**src/rtl/ctrl_word_encoder.sv**
```systemverilog
// Re-encodes a decoded control word back into its 6-bit instruction opcode through a
// one-deep valid/ready output register. Optional per-class transfer counters: CTRL_ENC_STATS_EN.
module ctrl_word_encoder (
    input  logic       clk,
    input  logic       rst_n,
    input  logic       RegDst,
    input  logic       Jump,
    input  logic       Branch,
    input  logic       MemRead,
    input  logic       MemToReg,
    input  logic       MemWrite,
    input  logic       ALUSrc,
    input  logic       RegWrite,
    input  logic [2:0] ALUOp,
    input  logic       in_valid,
    output logic       in_ready,
    output logic       out_valid,
    input  logic       out_ready,
    output logic [5:0] opcode,
    output logic       illegal,
    input  logic [3:0] stat_sel,
    input  logic       stat_clr,
    output logic [7:0] stat_count
);

    typedef struct packed {
        logic       illegal;
        logic [5:0] opcode;
        logic [3:0] cls;
    } dec_t;

    localparam logic [5:0] OP_ILLEGAL  = 6'b111111;
    localparam logic [3:0] CLS_ILLEGAL = 4'd9;
    localparam int         NUM_CLS     = 10;

    // Exact-match lookup; any word outside the table maps to the illegal class.
    function automatic dec_t decode_word(input logic [10:0] word);
        dec_t d;
        d.illegal = 1'b0;
        case (word)
            11'b1001_0000_010: begin d.opcode = 6'b000000; d.cls = 4'd0; end
            11'b0101_0000_000: begin d.opcode = 6'b001000; d.cls = 4'd1; end
            11'b0101_0000_011: begin d.opcode = 6'b001101; d.cls = 4'd2; end
            11'b0101_0000_100: begin d.opcode = 6'b001100; d.cls = 4'd3; end
            11'b0101_0000_101: begin d.opcode = 6'b001010; d.cls = 4'd4; end
            11'b0111_1000_000: begin d.opcode = 6'b100011; d.cls = 4'd5; end
            11'b0100_0100_000: begin d.opcode = 6'b101011; d.cls = 4'd6; end
            11'b0000_0010_001: begin d.opcode = 6'b000100; d.cls = 4'd7; end
            11'b0000_0001_000: begin d.opcode = 6'b000010; d.cls = 4'd8; end
            default: begin
                d.opcode  = OP_ILLEGAL;
                d.cls     = CLS_ILLEGAL;
                d.illegal = 1'b1;
            end
        endcase
        return d;
    endfunction

    logic [10:0] word_s;
    dec_t        dec_s;
    logic        xfer_s;

    logic        out_valid_q, out_valid_d;
    logic [5:0]  opcode_q, opcode_d;
    logic        illegal_q, illegal_d;

    assign word_s   = {RegDst, ALUSrc, MemToReg, RegWrite, MemRead, MemWrite,
                       Branch, Jump, ALUOp};
    assign dec_s    = decode_word(word_s);
    assign in_ready = !out_valid_q || out_ready;
    assign xfer_s   = in_valid && in_ready;

    // Output register next state: load on transfer, drop valid on a bare accept, else hold.
    always_comb begin
        out_valid_d = out_valid_q;
        opcode_d    = opcode_q;
        illegal_d   = illegal_q;
        if (xfer_s) begin
            out_valid_d = 1'b1;
            opcode_d    = dec_s.opcode;
            illegal_d   = dec_s.illegal;
        end else if (out_ready) begin
            out_valid_d = 1'b0;
        end else begin
            out_valid_d = out_valid_q;
        end
    end

    // Output register state.
    always_ff @(posedge clk or negedge rst_n) begin
        if (!rst_n) begin
            out_valid_q <= 1'b0;
            opcode_q    <= 6'b000000;
            illegal_q   <= 1'b0;
        end else begin
            out_valid_q <= out_valid_d;
            opcode_q    <= opcode_d;
            illegal_q   <= illegal_d;
        end
    end

    assign out_valid = out_valid_q;
    assign opcode    = opcode_q;
    assign illegal   = illegal_q;

`ifdef CTRL_ENC_STATS_EN
    logic [7:0] cnt_q [NUM_CLS];
    logic [7:0] cnt_d [NUM_CLS];

    // Counter next state: clear wins over increment; increments saturate at 255.
    always_comb begin
        for (int i = 0; i < NUM_CLS; i++) begin
            cnt_d[i] = cnt_q[i];
            if (stat_clr) begin
                cnt_d[i] = 8'd0;
            end else if (xfer_s && (dec_s.cls == 4'(i)) && (cnt_q[i] != 8'hFF)) begin
                cnt_d[i] = cnt_q[i] + 8'd1;
            end else begin
                cnt_d[i] = cnt_q[i];
            end
        end
    end

    // Counter state.
    always_ff @(posedge clk or negedge rst_n) begin
        if (!rst_n) begin
            for (int i = 0; i < NUM_CLS; i++) begin
                cnt_q[i] <= 8'd0;
            end
        end else begin
            for (int i = 0; i < NUM_CLS; i++) begin
                cnt_q[i] <= cnt_d[i];
            end
        end
    end

    // Read mux; selectors beyond the last class read as zero.
    always_comb begin
        stat_count = 8'd0;
        for (int i = 0; i < NUM_CLS; i++) begin
            if (stat_sel == 4'(i)) begin
                stat_count = cnt_q[i];
            end else begin
                stat_count = stat_count;
            end
        end
    end
`else
    logic unused_stats_s;

    assign stat_count     = 8'd0;
    assign unused_stats_s = ^{stat_sel, stat_clr, dec_s.cls};
`endif

endmodule

```
**config.mk**
```make
export PLATFORM = sky130hd
export DESIGN_NAME = ctrl_word_encoder
export DESIGN_NICKNAME = d
export VERILOG_FILES = /design/src/rtl/ctrl_word_encoder.sv
export SDC_FILE = /design/constraint.sdc
export NUM_CORES = 1
export LEC_CHECK = 0
export ABC_AREA = 1
export CORE_MARGIN = 4
export CORE_UTILIZATION = 40
export DETAILED_ROUTE_END_ITERATION = 10
export GPL_TIMING_DRIVEN = 1
export MAX_ROUTING_LAYER = met4
export PLACE_DENSITY = 0.79
export SYNTH_ARGS = -nofsm -noshare
export SYNTH_HDL_FRONTEND = slang
export SYNTH_SLANG_ARGS = --single-unit
```
**constraint.sdc**
```tcl
create_clock -name clk -period 1.72 [get_ports clk]
set_input_delay 0.258 -clock clk [delete_from_list [all_inputs] [get_ports clk]]
set_output_delay 0.258 -clock clk [all_outputs]
set_load 0.01 [all_outputs]
```
Word level (Yosys, flattened, before mapping)
Cells that the tools add are included.
{"block": "op_classes", "add_sub_neg": 0, "bitwise": 0, "n_lt_le_gt_ge": 0, "n_eq_ne": 9, "n_reduce_logical": 5, "muxes": 4, "div": 0, "shifts": 0, "mul": 0}
{"cell": "10-bit case mux with 9 select lines", "count": 1}
{"cell": "11-bit by 10-bit == test with 1-bit output, second input constant", "count": 6}
{"cell": "11-bit == test, second input constant", "count": 1}
{"cell": "11-bit by 4-bit == test with 1-bit output, second input constant", "count": 1}
{"cell": "11-bit by 5-bit == test with 1-bit output, second input constant", "count": 1}
{"cell": "9-bit OR reduction", "count": 1}
{"cell": "1-bit two-way mux", "count": 3}
{"cell": "2-bit nonzero test", "count": 1}
{"cell": "1-bit logical AND", "count": 1}
{"cell": "1-bit logical NOT", "count": 1}
{"cell": "1-bit logical OR", "count": 1}
{"block": "word_totals", "romBits": 0, "latch_bits": 0, "n_memories": 0, "word_cells": 21, "input_bits": 20, "ff_bits": 8, "out_inout_bits": 17, "ramBits": 0}

Logic depth before layout (Yosys ltp)
Gate-level depths: netlist of run 1.
{"block": "depth", "depth_word": 4, "ltp_mapped": 10, "mapped_depth_nobuf": 10}

Worst setup path before layout of run 1
Ideal clock, no wire load.
{"block": "synth_path", "kind": "reg-to-reg", "from": "register out_valid_q, in the netlist out_valid", "to": "register opcode_q[2], in the netlist opcode[2]", "stages_incl_launch_ff": 6, "setup_slack_ps": 536, "t_arrival_ps": 1065, "period_less_slack_ps": 1184, "path_buffers": 0, "t_required_ps": 1600, "cell_sequence": "dfrtp_1 > nand2_1 > nand2_2 > inv_1 > and3_4 > a21oi_2"}
{"block": "synth_via", "elab_chain_cells": 3}
{"item": "start: declaration", "line": "63", "source": "logic out_valid_q, out_valid_d;"}
{"item": "start signal: assignment", "line": "96", "source": "out_valid_q <= out_valid_d;"}
{"item": "1-bit logical NOT", "line": "70", "source": "assign in_ready = !out_valid_q || out_ready;"}
{"item": "1-bit logical OR", "line": "70"}
{"item": "net in_ready", "line": "16", "source": "output logic in_ready,"}
{"item": "1-bit logical AND", "line": "71", "source": "assign xfer_s = in_valid && in_ready;"}
{"item": "end signal: assignment", "line": "97", "source": "opcode_q <= opcode_d;"}
{"item": "end: declaration", "line": "64", "source": "logic [5:0] opcode_q, opcode_d;"}
The timed path passes the listed nets, and every way through them passes these cells.
A chain may end at the register's enable or synchronous reset.

Worst setup path in the final report of run 1
{"block": "layout_path", "from": "input port out_ready", "to": "output port in_ready"}
{"block": "layout_via", "elab_chain_cells": 1}
{"item": "start: declaration", "line": "18", "source": "input logic out_ready,"}
{"item": "1-bit logical OR", "line": "70"}
{"item": "end: declaration", "line": "16"}
Every way passes these cells.

==> results of run 1 <==
==> how the worst min path moves through the flow <==
stage	start	slack [ns]	endpoint	cells past startpoint
after floorplan	rst_n	-0.04	illegal$_DFFE_PN0P_	0
after global placement	opcode[5]$_DFFE_PN0P_	0.46	opcode[5]$_DFFE_PN0P_	2
after detailed placement	opcode[4]$_DFFE_PN0P_	0.47	opcode[4]$_DFFE_PN0P_	2
after CTS	rst_n	0.28	opcode[2]$_DFFE_PN0P_	1
after global routing	rst_n	0.31	opcode[4]$_DFFE_PN0P_	1
final	rst_n	0.27	out_valid$_DFFE_PN0P_	1
==> critical path: stages <==
cell and delay (ns):
clkdlybuf4s50_1 0.45, inv_1 0.04, nand2_1 0.06, clkdlybuf4s50_1 0.54
==> area by class of cell <==
type                    count  area, µm²  share of cell area
multi-input cells          84        373               0.405
flip-flops and latches      8        200               0.217
well taps                  16       20.0              0.0217
clock buffers               3       22.5              0.0245
inverters                  16       60.1              0.0652
repair buffers             25        245               0.266
==> layout by cell type (no fill, tap or decap) <==
cell	Yosys	final
nand2_1	35	35
clkdlybuf4s50_1	0	23
nor2_1	20	20
inv_1	15	15
conb_1	1	8
dfrtp_1	8	8
nand3_1	6	6
nand2_2	3	3
clkbuf_4	0	3
nor3_1	2	2
nand4_1	2	2
buf_4	8	2
nor2_2	1	1
nor3b_2	1	1
nand3b_1	1	1
clkinv_1	1	1
o21ai_2	1	1
and3_4	1	1
a21oi_2	1	1
o21ai_0	1	1
a21oi_1	1	1
==> layer usage <==
layer  GRT usage  share of wire  vias to the layer above
li1            -              -                      372
met1       0.127           0.41                      258
met2       0.211           0.47                       31
met3      0.0183          0.099                        5
met4      0.0897          0.027                        0
met5           -              0                        -
==> power groups by stage <==
| stage | clock network, µW | logic (µW) | registers [µW] |
|---|---|---|---|
| detailed placement | 0 | 169 | 219 |
| floorplan | 0 | 76.0 | 228 |
| CTS | 147 | 170 | 216 |
| global placement | 0 | 167 | 218 |
| global route | 150 | 187 | 218 |
| finish | 139 | 168 | 216 |
==> registers in the layout, indices dropped and copies added, names as in the netlist <==
name and flops:
out_valid 1, illegal 1, opcode 6
==> cell families after synthesis <==
logic type | after synthesis
and+or+nand+nor | 72
buffers and inverters | 24
DFF | 8
AOI/OAI and AO/OA | 4
other | 1
==> through the flow <==
| step | utilization | setup WS, ns | total power [µW] | hold slack (ns) |
|---|---|---|---|---|
| after floorplan | - | 0.536 | 304 | -0.0376 |
| after global placement | 0.583 | 0.0948 | 385 | 0.462 |
| after detailed placement | 0.583 | 0.0517 | 388 | 0.467 |
| after CTS | 0.597 | 0.104 | 532 | 0.279 |
| after global routing | 0.597 | 0.0650 | 555 | 0.310 |
| final | 0.597 | 0.114 | 523 | 0.272 |
==> impl_metrics.csv, run 1 <==
group,metric,value,unit
detailed_routing,drc,0,
synth,synth_top_family_by_area,"simple AND/OR/NAND/NOR gates",
synth,syn_avg_cell_area,6.12,µm²
final_layout,drive_gt1_frac,0.0956,
global_routing,antenna_found_initial,0,
cts,insertion_delay,0.25,ns
cts,cts_setup_buffers,0,
cts,holdBufCountCts,0,
pwr,p_per_area,568,nW/µm²
detailed_routing,vias_per_cell,4.38,
die,die_h,48.8,µm
pwr,netSwitchingPower,148,µW
global_routing,grt_usage,0.123,
synth,synthXorXnorAreaFrac,0,
synth,yosys.area_share.simple,0.473,
setup_path,cp-startpoint,"out_ready",
synth,synth.area.top_cells,"dfrtp_1, nand2_1, nor2_1, buf_4, inv_1",
pwr,power_frac_seq,0.413,
final_layout,area_growth,38.1,%
detailed_routing,drt_iter0_markers,12,
timing,period_share,0.934,
setup_path,reg2reg_from,"out_valid$_DFFE_PN0P_",
synth,yosysTopAreaCell,"dfrtp_1",
setup_path,worstReg2RegEnd,"opcode[2]$_DFFE_PN0P_",
setup_path,worst_r2r_path_depth,6,
pwr,switching_share,0.282,
final_layout,final_cells,152,
pwr,leakagePower,0.000468,µW
synth,ys_seq_elements,8,
synth,synthAdderAreaFrac,0,
die,core,1540,µm²
setup_path,worstSetupEndpointType,"output pin",
pwr,vdd_drop_max,169,µV
timing,setup_tns,0,ns
outcome,status,"completed",
detailed_routing,drt_first_pass_iters,4,
cts,htree_levels,1,
detailed_routing,wl_per_cell,8.81,µm
pwr,p_clk_frac,0.266,
detailed_routing,num_vias,666,
final_layout,antennaDiodeCount,0,
setup_path,worstPathMaxFanout,2,
setup_path,r2r_slack,0.55,ns
placed_design,dpl.hpwl,1190,µm
setup_path,cp-start-kind,"primary input",
cts,max-clock-path-buffers,2,
synth,synthCells,109,
pwr,combPwrFrac,0.321,
global_routing,grt_pass1_vias,604,
synth,synth.cells.most_frequent,"nand2_1, nor2_1, inv_1",
cts,clock_sinks,8,
timing,finalHoldViolations,0,
synth,syn-cell-area,667,µm²
setup_path,arrival,1.35,ns
run,maxCapViolCount,0,
final_layout,design_area,921,µm²
setup_path,crit_end,"in_ready",
final_layout,fin_nets,158,
synth,synthMuxAreaShare,0,
cts,tritoncts,"yes",
global_routing,grt_max_degree,9,
pwr,intPower,375,µW
cts,clock-root-buffer,"clkbuf_4",
timing,rsz0062_at_grt,"false",
synth,synth-seq-area-share,0.300,
synth,synth_top_area_share,0.300,
timing,worst_clock_skew,0.00141,ns
die,die_x,48.8,µm
synth,synth_cell_type_count,19,
setup_path,critPathKind,"primary input to output pin",
synth,yosys_warnings,0,
setup_path,cp.required,1.46,ns
timing,min_period,1.61,ns
timing,setup-violations-final,0,
die,row_count,14,
global_routing,overflow,0,
synth,synth-compound-area-share,0.0413,
final_layout,nFillCells,154,
hold_path,hp-class,"primary input to asynchronous set/reset pin",
detailed_routing,drt_wl_total,1340,µm
synth,synth_flop_cell,"dfrtp_1",
cts,cts_buffers,3,
global_routing,grt_pass1_wl,2320,µm
timing,drv_slew,0,
placed_design,routabilityCongestion,0.862,
placed_design,place_inst,149,
timing,timing.fmax,623,MHz
placed_design,portBuffers,23,
die,initial_core_util,0.433,
placed_design,placed_area,898,µm²
cts,path_clk_slew,0.05,ns
synth,yosysMostFrequentCell,"nand2_1",
synth,synth_edf_count,0,
cts,cts_resized,0,
synth,synth_async_sr_flop_share,1.00,
die,pin_count,37,
detailed_routing,detail-route-antenna-nets,0,
die,die_area,2380,µm²
Note: power is estimated with default switching activity, not from simulation.
==> run 2, diff against run 1 <==
--- a/config.mk
+++ b/config.mk
@@ -6,6 +6,7 @@
 export NUM_CORES = 1
 export LEC_CHECK = 0
 export ABC_AREA = 1
+export ABC_CLOCK_PERIOD_IN_PS = 1720
 export CORE_MARGIN = 4
 export CORE_UTILIZATION = 40
 export DETAILED_ROUTE_END_ITERATION = 10
==> results of run 2 <==
Final layout, timing and power as in run 1 (identical DEF).
==> run 3, diff against run 2 <==
--- a/config.mk
+++ b/config.mk
@@ -7,7 +7,6 @@
 export LEC_CHECK = 0
 export ABC_AREA = 1
 export ABC_CLOCK_PERIOD_IN_PS = 1720
-export CORE_MARGIN = 4
 export CORE_UTILIZATION = 40
 export DETAILED_ROUTE_END_ITERATION = 10
 export GPL_TIMING_DRIVEN = 1
@@ -16,3 +15,4 @@
 export SYNTH_ARGS = -nofsm -noshare
 export SYNTH_HDL_FRONTEND = slang
 export SYNTH_SLANG_ARGS = --single-unit
+export TNS_END_PERCENT = 50
==> impl_metrics.csv, run 3 (synthesized netlist as in run 1, its figures left out) <==
group,metric,value,unit
final_layout,final_cell_mix,"nand2_1, clkdlybuf4s50_1, nor2_1",
placed_design,portBuffers,23,
setup_path,critPathTopFamily,"buffers and inverters",
pwr,p_per_area,568,nW/µm²
run,maxCapViolCount,0,
setup_path,worst_path_largest_cell_delay,0.54,ns
cts,cts_setup_buffers,0,
die,initial_core_util,0.438,
cts,insertion_delay,0.25,ns
global_routing,grt_usage,0.156,
timing,setup_slack,0.105,ns
timing,setup-violations-final,0,
detailed_routing,drt_wl_total,1250,µm
hold_path,hp-class,"primary input to asynchronous set/reset pin",
setup_path,worstReg2RegEnd,"opcode[2]$_DFFE_PN0P_",
cts,htree_levels,1,
cts,cts_resized,0,
cts,holdBufCountCts,0,
timing,rsz0062_at_grt,"false",
setup_path,crit_path_top_delay_cell,"clkdlybuf4s50_1",
final_layout,drive_gt1_frac,0.0956,
global_routing,grt_pass1_wl,2140,µm
final_layout,antennaDiodeCount,0,
global_routing,grt_max_degree,9,
timing,setup_tns,0,ns
setup_path,r2r_slack,0.55,ns
die,row_count,14,
timing,min_period,1.62,ns
pwr,leakagePower,0.000468,µW
detailed_routing,detail-route-antenna-nets,0,
global_routing,overflow,0,
die,die_area,1830,µm²
setup_path,worstPathMaxFanout,2,
timing,finalHoldViolations,0,
detailed_routing,drt_first_pass_iters,4,
global_routing,antenna_found_initial,0,
placed_design,dpl.hpwl,1110,µm
timing,period_share,0.939,
timing,worst_clock_skew,0.000142,ns
detailed_routing,vias_per_cell,4.63,
setup_path,cp-start-kind,"primary input",
cts,clock_sinks,8,
setup_path,cp_cell_sequence,"clkdlybuf4s50_1 > inv_1 > nand2_1 > clkdlybuf4s50_1",
setup_path,critPathKind,"primary input to output pin",
detailed_routing,wl_per_cell,8.24,µm
outcome,status,"completed",
detailed_routing,drt_iter0_markers,2,
cts,path_clk_slew,0.05,ns
final_layout,nFillCells,164,
setup_path,crit_buf_inv,3,
final_layout,multi_input_comb_area,373,µm²
setup_path,cpMostUsedCell,"clkdlybuf4s50_1",
pwr,vdd_drop_max,238,µV
final_layout,regArea,200,µm²
cts,max-clock-path-buffers,2,
die,core,1520,µm²
detailed_routing,num_vias,704,
die,pin_count,37,
setup_path,cp.required,1.46,ns
final_layout,area_growth,38.1,%
die,die_x,42.8,µm
global_routing,grt_pass1_vias,591,
final_layout,fin_nets,158,
setup_path,worst_r2r_path_depth,6,
timing,timing.fmax,619,MHz
placed_design,routabilityCongestion,0.788,
cts,tritoncts,"yes",
detailed_routing,drc,0,
final_layout,largest_reg_flops,6,
timing,drv_slew,0,
setup_path,arrival,1.36,ns
cts,cts_buffers,3,
setup_path,worstSetupEndpointType,"output pin",
placed_design,dp_slack,0.0361,ns
die,die_h,42.8,µm
cts,clock-root-buffer,"clkbuf_4",
final_layout,layout_commonest_cell,"nand2_1",
setup_path,reg2reg_from,"out_valid$_DFFE_PN0P_",
pwr,power,523,µW
-- run 3: per-layer routing --
layer	wire length (µm)	share of wire	vias up	track usage
li1	-	-	373	-
met1	534	0.43	302	0.161
met2	609	0.49	25	0.282
met3	76	0.061	4	0.0255
met4	31	0.025	0	0.0750
met5	0	0	-	-
-- run 3: worst reg2reg max path, stage by stage (launching register included) --
cell and delay, ns:
dfrtp_1 0.37, nand2_1 0.08, buf_4 0.11, nand2_2 0.07, inv_1 0.17, and3_4 0.21
a21oi_2 0.05
-- run 3: power by group --
group	switching (µW)	leakage (µW)	internal (µW)
clock network	60.3	0.0000138	79.6
registers	8.81	0.0000843	207
logic	78.5	0.000370	88.9
-- run 3: worst max-delay path by stage --
stage                                     start               endpoint  slack [ns]  depth (start not counted)
final                                 out_ready               in_ready        0.10                          4
after floorplan           out_valid$_DFFE_PN0P_  opcode[2]$_DFFE_PN0P_        0.54                          5
after global routing                  out_ready               in_ready        0.05                          4
after CTS                             out_ready               in_ready         0.1                          4
after detailed placement               ALUOp[1]  opcode[4]$_DFFE_PN0P_        0.04                          9
after global placement                 ALUOp[1]  opcode[3]$_DFFE_PN0P_         0.1                          9
-- run 3: stage by stage --
step           utilization  cells  hold WS, ns  area (µm²)
3_3_place_gp         0.589    149        0.462         898
4_1_cts              0.604    152        0.287         921
2_1_floorplan            -    116      -0.0376         693
3_5_place_dp         0.589    149        0.466         898
6_report             0.604    152        0.274         921
5_1_grt              0.604    152        0.295         921
-- run 3: cell type report --
cell class | instances | share of cell area
multi-input cells | 84 | 0.405
repair buffers | 25 | 0.266
flip-flops and latches | 8 | 0.217
inverters | 16 | 0.0652
clock buffers | 3 | 0.0245
well taps | 16 | 0.0217
